**src/rtl/keypad_scan_unit.sv**
```systemverilog
// 4x4 matrix keypad scanner: row rotation, column synchronisation, frame-level
// debounce and a one-cycle {row,col} event per accepted press.
module keypad_scan_unit #(
  parameter logic [15:0] SCAN_DIV        = 16'd50000,
  parameter logic [3:0]  DEBOUNCE_FRAMES = 4'd4
) (
  input  logic       clk,
  input  logic       rst,
  input  logic [3:0] col_in,
  output logic [3:0] row_out,
  output logic [7:0] key_coord,
  output logic       key_held
);

  typedef enum logic {RELEASED, PRESSED} state_t;

  state_t      state;
  logic [3:0]  col_meta;
  logic [3:0]  col_sync;
  logic [15:0] slot_cnt;
  logic [1:0]  row_idx;
  logic [3:0]  frame_buf [3];
  logic [7:0]  cand;
  logic [3:0]  stable_cnt;
  logic        armed;

  logic        slot_end;
  logic        frame_end;
  logic [3:0]  cols_all [4];
  logic [7:0]  frame_code;
  logic [3:0]  cnt_next;
  logic        stable;

  assign slot_end  = (slot_cnt == SCAN_DIV - 16'd1);
  assign frame_end = slot_end && (row_idx == 2'd3);

  // Row 3 is still live in col_sync on the frame-end cycle, so it bypasses the buffer.
  always_comb begin
    logic [3:0] inv;
    logic [2:0] hits;
    logic       bad;
    logic [7:0] hit_code;
    cols_all[0] = frame_buf[0];
    cols_all[1] = frame_buf[1];
    cols_all[2] = frame_buf[2];
    cols_all[3] = col_sync;
    hits        = '0;
    bad         = 1'b0;
    hit_code    = '0;
    inv         = '0;
    for (int unsigned r = 0; r < 4; r++) begin
      inv = ~cols_all[r];
      if (inv != 4'd0) begin
        if ((inv & (inv - 4'd1)) == 4'd0) begin
          hits     = hits + 3'd1;
          hit_code = {~(4'b0001 << r), cols_all[r]};
        end else begin
          bad = 1'b1;
        end
      end
    end
    frame_code = (hits == 3'd1 && !bad) ? hit_code : 8'h00;
  end

  always_comb begin
    cnt_next = 4'd1;
    if (frame_code == cand) begin
      if (stable_cnt >= DEBOUNCE_FRAMES)
        cnt_next = DEBOUNCE_FRAMES;
      else
        cnt_next = stable_cnt + 4'd1;
    end
    stable = (cnt_next == DEBOUNCE_FRAMES);
  end

  // armed starts low so a key held through reset must be seen released before it can fire.
  always_ff @(posedge clk or posedge rst) begin
    if (rst) begin
      state        <= RELEASED;
      col_meta     <= 4'hF;
      col_sync     <= 4'hF;
      slot_cnt     <= '0;
      row_idx      <= '0;
      row_out      <= 4'b1110;
      frame_buf[0] <= 4'hF;
      frame_buf[1] <= 4'hF;
      frame_buf[2] <= 4'hF;
      cand         <= '0;
      stable_cnt   <= '0;
      armed        <= 1'b0;
      key_coord    <= '0;
      key_held     <= 1'b0;
    end else begin
      col_meta  <= col_in;
      col_sync  <= col_meta;
      key_coord <= '0;

      if (slot_end) begin
        slot_cnt <= '0;
        row_idx  <= row_idx + 2'd1;
        row_out  <= {row_out[2:0], row_out[3]};
        case (row_idx)
          2'd0:    frame_buf[0] <= col_sync;
          2'd1:    frame_buf[1] <= col_sync;
          2'd2:    frame_buf[2] <= col_sync;
          default: ;
        endcase
      end else begin
        slot_cnt <= slot_cnt + 16'd1;
      end

      if (frame_end) begin
        cand       <= frame_code;
        stable_cnt <= cnt_next;
        if (stable) begin
          case (state)
            RELEASED: begin
              if (frame_code == 8'h00) begin
                armed <= 1'b1;
              end else if (armed) begin
                state     <= PRESSED;
                key_coord <= frame_code;
                key_held  <= 1'b1;
              end
            end
            PRESSED: begin
              if (frame_code == 8'h00) begin
                state    <= RELEASED;
                armed    <= 1'b1;
                key_held <= 1'b0;
              end
            end
            default: state <= RELEASED;
          endcase
        end
      end
    end
  end

endmodule

```
**config.mk**
```make
export PLATFORM = sky130hd
export DESIGN_NAME = keypad_scan_unit
export DESIGN_NICKNAME = d
export VERILOG_FILES = /design/src/rtl/keypad_scan_unit.sv
export SDC_FILE = /design/constraint.sdc
export NUM_CORES = 1
export LEC_CHECK = 0
export CORE_MARGIN = 2
export CORE_UTILIZATION = 40
export CTS_BUF_LIST = sky130_fd_sc_hd__clkbuf_16
export DETAILED_ROUTE_END_ITERATION = 8
export SLEW_MARGIN = 0
export SYNTH_ARGS = -nofsm -noshare
export SYNTH_HDL_FRONTEND = slang
export SYNTH_SLANG_ARGS = --single-unit
```
**constraint.sdc**
```tcl
create_clock -name clk -period 10.3 [get_ports clk]
set_input_delay 2.06 -clock clk [delete_from_list [all_inputs] [get_ports clk]]
set_output_delay 2.06 -clock clk [all_outputs]
set_load 0.005 [all_outputs]
```
**Word level (Yosys, flattened, before mapping)**

Cells that the tools add are included.

- Add/sub/neg operators: 10
- Magnitude comparators: 1
- Equality and inequality tests: 10
- Mux-type cells: 42
- Bitwise operators: 9
- Reductions and logical operators: 19

Operator list:

| operator | number |
|---|---|
| $mux 8 | 14 |
| $mux 3 | 6 |
| $mux 1 | 17 |
| $add 16x1->16 const B | 1 |
| $and 4x4->4 | 4 |
| $eq 16x16->1 const B | 1 |
| $logic_not 4->1 | 4 |
| $mux 16 | 1 |
| $not 4->4 | 4 |
| $reduce_bool 4->1 | 4 |
| $sub 4x1->4 const B | 4 |
| $add 3x1->3 const B | 3 |
| $eq 8x8->1 | 1 |
| $logic_not 8->1 | 1 |
| $mux 4 | 2 |
| $reduce_and 2->1 | 4 |
| $reduce_and 5->1 | 1 |
| $add 4x1->4 const B | 1 |
| $eq 2x2->1 const B | 2 |
| $eq 4x3->1 const B | 1 |
| $ge 4x3->1 const B | 1 |
| $ne 2x2->1 const B | 2 |
| $pmux 1 s2 | 2 |
| $eq 3x1->1 const B | 1 |
| 8 further kinds | 9 |

- Flip-flop bits (word level): 65
- Word-level logic and storage cells: 105

**Logic depth before layout (Yosys ltp)**

Gate-level depths: netlist of run 1.

- Depth after elaboration: 23
- Depth in mapped cells: 20

**Worst setup path after synthesis of run 1**

Ideal clock, no wire load.

- Path type: register to register
- Start: register frame_buf (netlist bit cols_all[13])
- End: register key_coord[0]
- Arrival time: 4271 ps
- Data required time: 10228 ps
- Path slack: 5958 ps
- Stages on the path, launching flop included: 19
- Clock period less this slack: 4342 ps
- Cell sequence: dfstp_2 > buf_4 > and4b_1 > a21o_1 > nor2_1 > ha_1 > nor2_1 > a31oi_2 > ha_1 > mux2_4 > ha_1 > and2b_1 > mux2i_2 > or3_1 > a211o_1 > nand3b_4 > or4b_4 > buf_6 > nor2_1

- Word-level cells in the longest chain between the ends: 23

RTL lines:

| element | RTL line | RTL |
|---|---|---|
| start, declared | 22 | `logic [3:0] frame_buf [3];` |
| $not 4->4 | 52 | `inv = ~cols_all[r];` |
| $sub 4x1->4 | 54 | `if ((inv & (inv - 4'd1)) == 4'd0) begin` |
| $and 4x4->4 | 54 |  |
| $logic_not 4->1 | 54 |  |
| $mux 1 | 54 |  |
| $mux 1 | 53 | `if (inv != 4'd0) begin` |
| $add 3x1->3 | 55 | `hits = hits + 3'd1;` |
| $mux 3 | 54 |  |
| (+7 left out) | - |  |
| $eq 3x1->1 | 62 | `frame_code = (hits == 3'd1 && !bad) ? hit_code : 8'h00;` |
| $logic_and 1x1->1 | 62 |  |
| $mux 8 (*) | 62 |  |
| $eq 8x8->1 (tied with other cells) | 67 | `if (frame_code == cand) begin` |
| $mux 4 or $mux 8 (tied branches) | 67, 118 |  |
| $eq 4x3->1 or $mux 8 (tied branches) | 73, 116 |  |
| $mux 8 (*) | 115 | `if (stable) begin` |
| $mux 8 (*) | 112 | `if (frame_end) begin` |
| end signal, assigned | 122 | `key_coord <= frame_code;` |
| end, declared | 11 | `output logic [7:0] key_coord,` |

Mark *: on every way between the ends. The rest lies on a longest branch, timed or not.
A chain may end at the register's enable or synchronous reset.

**Final worst setup path of run 1**

Ends and elaborated chain as after synthesis.

==> reports/results.txt, run 1 <==
Largest cells by area after synthesis -> dfrtp_1, dfstp_2, mux2_2, ha_1, nand2_1
Global-route wire length before repair -> 12480 um
Status -> complete, no violations
Post-synthesis net count -> 369
Max clock buf depth -> 2
H-tree levels -> 3
Area leader, netlist -> dfrtp_1
Worst-Skew Late Latency -> 330 ps
Unrepaired setup endpoints after global routing -> false
Period utilisation layout -> 44.21%
Crit path largest cell delay -> 600 ps
WS Path Type -> reg -> reg
Slowest-stage cell, CP -> dfstp_2
Global route hottest layer -> met2
Worst Hold Depth -> 0
Port Buf Inserts -> 18
Post-layout instance area -> 4193 sq um
Row cnt -> 35
Sw Ratio -> 22.51%
WP data required -> 10550 ps
CTS Buf Count -> 9
Dominant synthesized flop cell -> dfrtp_1
Die ar. -> 9989 sq um
Mapped Area -> 3682 sq um
Transition time of the tightest slew-check pin -> 793.7 ps
Reg2reg start -> cols_all[13]
Leak pwr -> 0.001756 uW
Via density -> 5.415
Clock slew at reported path FFs -> 60 ps
Iter 0 DRT Violations -> 152
Logic pwr share -> 3.4%
Routed WL -> 7006 um
CTS tree -> done
Ys async rst share -> 100.0%
Hold buffers post-CTS -> 0
Final Hold Fails -> 0
Residual DRC count -> 0
Wire per inst -> 14.63 um
Largest net degree at the start of global routing -> 66
Net Sw Power -> 131.5 uW
Share of cells above drive strength 1 -> 21.20%
Layout area overhead -> 13.86%
Flop pwr share -> 44.7%
Worst Hold Class -> reg -> reg
Met1 Use GR -> 21.79%
Yosys warns -> 0
Synthesized area per cell -> 10.46 sq um
CP top delay family -> simple AND/OR/NAND/NOR gates
WHS Endpoint -> col_sync[1]
Number of fillers in the final layout -> 827
Power Dens Cells -> 139.3 nW/um^2
Synth Instances -> 352
Area of the multi-input gates -> 1881 sq um
Final ANT Viol Nets -> 0
Final setup viols -> 0
Crit path buf inv count -> 0
GRT overflow -> 0
Pre-Repair DR Iteration Count -> 4
Die Y -> 99.95 um
Min Clock Period, post-route -> 4553 ps
Register area share after synthesis -> 44.95%
Int Pwr -> 452.5 uW
Setup crit end kind -> flop
Crit path DAT -> 4810 ps
Die X -> 99.95 um
Max_slew headroom -> 47.09%
Starting Density -> 40.62%
Hold Path Origin -> col_meta[1]
Final Wtd Congestion -> 0.8835
Clock Sinks -> 65
Antenna fix cells -> 0
Met2 Use GR -> 24.27%
R2R Setup Slk -> 5750 ps
Post-CTS Setup Bufs -> 0
CP startpoint kind -> flop
Final Max Tran Viols -> 0
Number of I/O pins -> 19
Fmax -> 0.2196 GHz
MaxCap Viol Count -> 0
Clock power share -> 51.9%
Vias in the first global route -> 2560
Post_cts resized -> 0
Setup_tns -> 0 ps
CORE AREA -> 9065 sq um
Antenna violations before repair -> 0
Final Net Count -> 380
CP Max Fanout -> 9
#FFs+latches synth -> 65
R2R cell count -> 16
Root buffer cell -> clkbuf_16
Clk_skew -> 8.200 ps
Peak supply drop -> 0.00006369 V
RR Endpoint -> key_coord[0]
Post-DP Area -> 3900 sq um
GRT Total Usage -> 15.67%
Met3 Use GR -> 3.830%
Post-synth EDFFs -> 0
Post-synthesis cell type count -> 67
Crit-path cells -> and4b_1, a21o_1, nor2_1, ha_1, nor2_1, a31oi_2, ha_1, mux2_4, ha_1, and2b_1, mux2i_2, or3_1, a211o_1, nand3b_4, or4b_4, nor2_1
Share of Yosys cell area claimed by the top area cell type -> 28.54%
Vias -> 2594
FF/Latch Area -> 1655 sq um
Dpl hpwl -> 4919 um
-- power by group through the flow --
stage | registers [uW] | clock network (uW) | logic (uW)
final | 261 | 303 | 19.8
after global routing | 261 | 325 | 22.6
after CTS | 261 | 312 | 20.4
after detailed placement | 265 | 0 | 20.4
after global placement | 265 | 0 | 20.4
after floorplan | 263 | 0 | 15.8
-- cell usage after synthesis (2+ instances only) --
cell and n:
buf_4 4, a311oi_1 3, xnor2_1 12, buf_2 6, a211oi_1 3, nand2b_1 3, nor2_1 21, dfrtp_1 42
nor2_2 6, o21a_1 2, o21ai_0 13, nand3_1 13, nor2b_1 2, o31ai_1 5, or3_1 3, xor2_1 10
dfstp_2 23, clkbuf_1 6, nand4_1 3, a211o_1 2, o32ai_1 2, a21oi_1 16, nand4b_1 9, and3_1 8
nand3b_1 2, o211ai_2 2, nor4_1 4, nor3b_1 2, nand2_1 36, buf_6 2, nor4b_1 2, a21boi_0 3
and2_1 4, mux2_2 17, o211ai_1 5, ha_1 11, inv_1 10, a31oi_1 5, maj3_1 2
-- routing by layer --
metal | vias to the layer above | routed length [um]
met2 | 27 | 3306
met4 | 0 | 125
li1 | 1291 | -
met3 | 11 | 174
met5 | - | 0
met1 | 1265 | 3400
-- flip-flops by register name, indices dropped and copies added (netlist names), 2 cells and up --
name	cells
row_out	4
key_coord	8
cand	8
stable_cnt	4
row_idx	2
slot_cnt	16
col_meta	4
col_sync	4
cols_all	12
-- kinds of logic after synthesis --
group                    synth area share [%]
AO/OA/AOI/OAI                           13.42
multiplexers                            5.980
XOR/XNOR                                6.422
buffers and inverters                   3.976
AND/OR/NAND/NOR                         20.96
flip-flops                              44.95
adder cells (fa/ha/maj)                 4.281
-- metrics by stage --
step / setup slack [ps] / total power [uW] / utilization, % / hold WS [ps] / cells
3_5_place_dp: 5783 / 285.7 / 43.02 / 346.8 / 463
4_1_cts: 5750 / 593.6 / 46.25 / 355.1 / 479
6_report: 5747 / 584.0 / 46.25 / 354.5 / 479
2_1_floorplan: 5958 / 279.1 / - / 345.2 / 352
3_3_place_gp: 5893 / 285.6 / 43.02 / 346.0 / 463
5_1_grt: 5493 / 608.9 / 46.25 / 357.6 / 479
-- layout by cell type, fill, tap and decap left out, drive strengths merged, types with 4 or more instances in the layout --
master,count
dfrtp,42
nand2,36
nor2,28
dfstp,23
clkdlybuf4s50,18
mux2,18
a21oi,17
o21ai,14
xnor2,14
nand3,13
inv,12
ha,11
xor2,10
nand4b,9
clkbuf,9
and3,8
o211ai,7
a31oi,6
o31ai,5
nor4,5
and2,4
a211oi,4
-- layout make-up --
| class | count | area share [%] |
|---|---|---|
| flip-flops and latches | 65 | 39.48 |
| multi-input cells | 258 | 44.85 |
| clock buffers | 9 | 5.372 |
| repair buffers | 19 | 4.476 |
| inverters | 10 | 0.8953 |
| clock inverters | 7 | 1.611 |
| well taps | 111 | 3.312 |
-- worst max-delay path by stage --
stage,start,slack [ps],endpoint,cells after the start
floorplan,cols_all[13],5960,key_coord[0],18
finish,cols_all[13],5750,key_coord[0],16
global route,cols_all[13],5490,key_held,16
detailed placement,cols_all[13],5780,key_coord[0],16
CTS,cols_all[13],5750,key_coord[0],16
global placement,cols_all[13],5890,key_coord[0],16
Note: power is estimated with default switching activity, not from simulation.
==> inputs of run 2 (changes only) <==
==> constraint.sdc (replaced) <==
create_clock -name clk -period 4.2 [get_ports clk]
set_input_delay 0.84 -clock clk [delete_from_list [all_inputs] [get_ports clk]]
set_output_delay 0.84 -clock clk [all_outputs]
set_load 0.005 [all_outputs]
==> run 2 against run 1 <==
Fmax increased by 9.1%. Non-clock buffer count increased by 23. Clock-buffer cell count unchanged. Worst hold slack about the same. Via count is 5.5% higher. Sequential cell count unchanged. Utilization grew 3.0 points. Setup slack lost 5700 ps. Global-route usage increased by 1.0 points. Total power is 150% higher. Sequential share of layout area is 2.4 points lower. Critical path type unchanged. Largest cell class unchanged. Highest routed layer unchanged.
==> reports/results.txt, run 2 (same netlist as run 1, synthesis figures left out) <==
Status -> complete, no violations (unchanged)
Unrepaired setup endpoints after global routing -> true (was false)
H-tree levels -> 3 (unchanged)
Power Dens Cells -> 321.6 nW/um^2 (was 139.3 nW/um^2)
CP most frequent cell -> nor2_2
CP startpoint kind -> flop (unchanged)
Final Hold Fails -> 0 (unchanged)
Die ar. -> 9989 sq um (unchanged)
Port Buf Inserts -> 18 (unchanged)
Antenna violations before repair -> 0 (unchanged)
Vias -> 2737 (was 2594)
Clock Sinks -> 65 (unchanged)
Reg with most FFs -> slot_cnt (unchanged)
Max_slew headroom -> 42.73% (was 47.09%)
Post-Route Utilization -> 49.25% (was 46.25%)
Final Wtd Congestion -> 0.8385 (was 0.8835)
Routed WL -> 7723 um (was 7006 um)
Final ANT Viol Nets -> 0 (unchanged)
Flip-flop count of the largest register, all copies and words added -> 16 (unchanged)
Setup crit end kind -> flop (unchanged)
Iter 0 DRT Violations -> 124 (was 152)
Crit-path cells -> and4b_1, a21o_1, nor2_2, ha_1, nor2_2, a31oi_2, ha_1, mux2_4, ha_4, and2b_1, mux2i_2, or3_1, a211o_1, nand3b_4, or4b_4, nor2_2 (was and4b_1, a21o_1, nor2_1, ha_1, nor2_1, a31oi_2, ha_1, mux2_4, ha_1, and2b_1, mux2i_2, or3_1, a211o_1, nand3b_4, or4b_4, nor2_1)
Most frequent cells in the layout -> dfrtp_1, nand2_1, buf_4, dfstp_2 (was dfrtp_1, nand2_1, dfstp_2, nor2_1, clkdlybuf4s50_1)
Slowest-stage cell, CP -> or4b_4 (was dfstp_2)
Crit path DAT -> 4440 ps (was 4810 ps)
Row cnt -> 35 (unchanged)
WS Path Type -> reg -> reg (unchanged)
Final Net Count -> 403 (was 380)
Worst Hold Class -> reg -> reg (unchanged)
Global-route wire length before repair -> 13010 um (was 12480 um)
Layout area overhead -> 21.24% (was 13.86%)
Pre-Repair DR Iteration Count -> 4 (unchanged)
Dpl cells -> 480 (was 463)
Starting Density -> 40.62% (unchanged)
MaxCap Viol Count -> 0 (unchanged)
CORE AREA -> 9065 sq um (unchanged)
Dpl hpwl -> 5398 um (was 4919 um)
Commonest non-fill, non-tap cell in the layout -> dfrtp_1 (unchanged)
Setup_tns -> 0 ps (unchanged)
Root buffer cell -> clkbuf_16 (unchanged)
CTS tree -> done (unchanged)
Clk_skew -> 7.272 ps (was 8.200 ps)
Post-Layout Cell Count -> 502 (was 479)
Share of cells above drive strength 1 -> 29.16% (was 21.20%)
Antenna fix cells -> 0 (unchanged)
Number of I/O pins -> 19 (unchanged)
Period utilisation layout -> 99.35% (was 44.21%)
Worst-Skew Late Latency -> 330 ps (about the same)
CTS Buf Count -> 9 (unchanged)
Wire per inst -> 15.38 um (was 14.63 um)
Peak supply drop -> 0.0001690 V (was 0.00006369 V)
WP data required -> 4460 ps (was 10550 ps)
Residual DRC count -> 0 (unchanged)
Worst Hold Depth -> 0 (unchanged)
Final setup viols -> 0 (unchanged)
Post-layout instance area -> 4464 sq um (was 4193 sq um)
Die Y -> 99.95 um (unchanged)
Crit path largest cell delay -> 610 ps (was 600 ps)
R2R cell count -> 16 (unchanged)
Largest net degree at the start of global routing -> 43 (was 66)
Via density -> 5.452 (was 5.415)
Max clock buf depth -> 2 (unchanged)
Die X -> 99.95 um (unchanged)
R2R Setup Slk -> 30 ps (was 5750 ps)
Fmax -> 0.2397 GHz (was 0.2196 GHz)
Leak pwr -> 0.001892 uW (was 0.001756 uW)
Post-DP Area -> 4045 sq um (was 3900 sq um)
Clock slew at reported path FFs -> 60 ps (about the same)
Number of fillers in the final layout -> 801 (was 827)
GRT Total Usage -> 16.68% (was 15.67%)
Final Max Tran Viols -> 0 (unchanged)
Transition time of the tightest slew-check pin -> 857.9 ps (was 793.7 ps)
GRT overflow -> 0 (unchanged)
Vias in the first global route -> 2715 (was 2560)
Min Clock Period, post-route -> 4173 ps (was 4553 ps)
Hold Worst Slack -> 354.9 ps (was 354.5 ps)
CP Max Fanout -> 7 (was 9)
run 2: final cells by class:
type | count | area [sq um] | area share, %
multi-input combinational | 258 | 1977 | 44.28
sequential | 65 | 1655 | 37.08
tap | 111 | 138.9 | 3.111
timing repair buffer | 42 | 360.3 | 8.072
inverter | 10 | 37.54 | 0.8408
clock inverter | 7 | 70.07 | 1.570
clock buffer | 9 | 225.2 | 5.045
run 2: power by group:
group	leakage, uW	switching (uW)	total [uW]	internal [uW]
Combinational	0.000929	33.7	52.3	18.7
Sequential	0.000811	5.99	641	635
Clock	0.000151	283	743	460
run 2: worst paths after layout:
check	startpoint	to
min reg2reg	col_meta[0]	col_sync[0]
max in group asynchronous	rst	row_out[1]
max	cols_all[14]	key_coord[1]
min	col_meta[0]	col_sync[0]
min in group asynchronous	rst	row_out[0]
max reg2reg	cols_all[14]	key_coord[1]
run 2: timing repair:
action	in CTS	in global routing
cloned	0	0
setup endpoints to repair	7	13
pin swaps	0	9
gates resized for setup	2	13
hold buffers	0	0
setup buffers	1	5
run 2: critical path, delay by kind of cell (launching register included):
kind / cells / cell delay, ps
mux: 2 / 380
compound gates: 3 / 580
fa+ha+maj: 3 / 760
flops: 1 / 590
simple gates: 8 / 1810
run 2: metal layers:
layer	track usage (%)	vias up	wire, um
met4	8.008	0	184
met3	4.039	18	221
met5	0	-	0
met1	21.14	1351	3581
li1	-	1328	-
met2	26.87	40	3735
run 2: per-stage QoR:
step,worst slack [ps],total power [uW]
floorplan,-3.322,684.5
global placement,67.29,702.0
detailed placement,-57.85,702.9
CTS,4.960,1459
global route,-130.7,1492
finish,27.49,1436
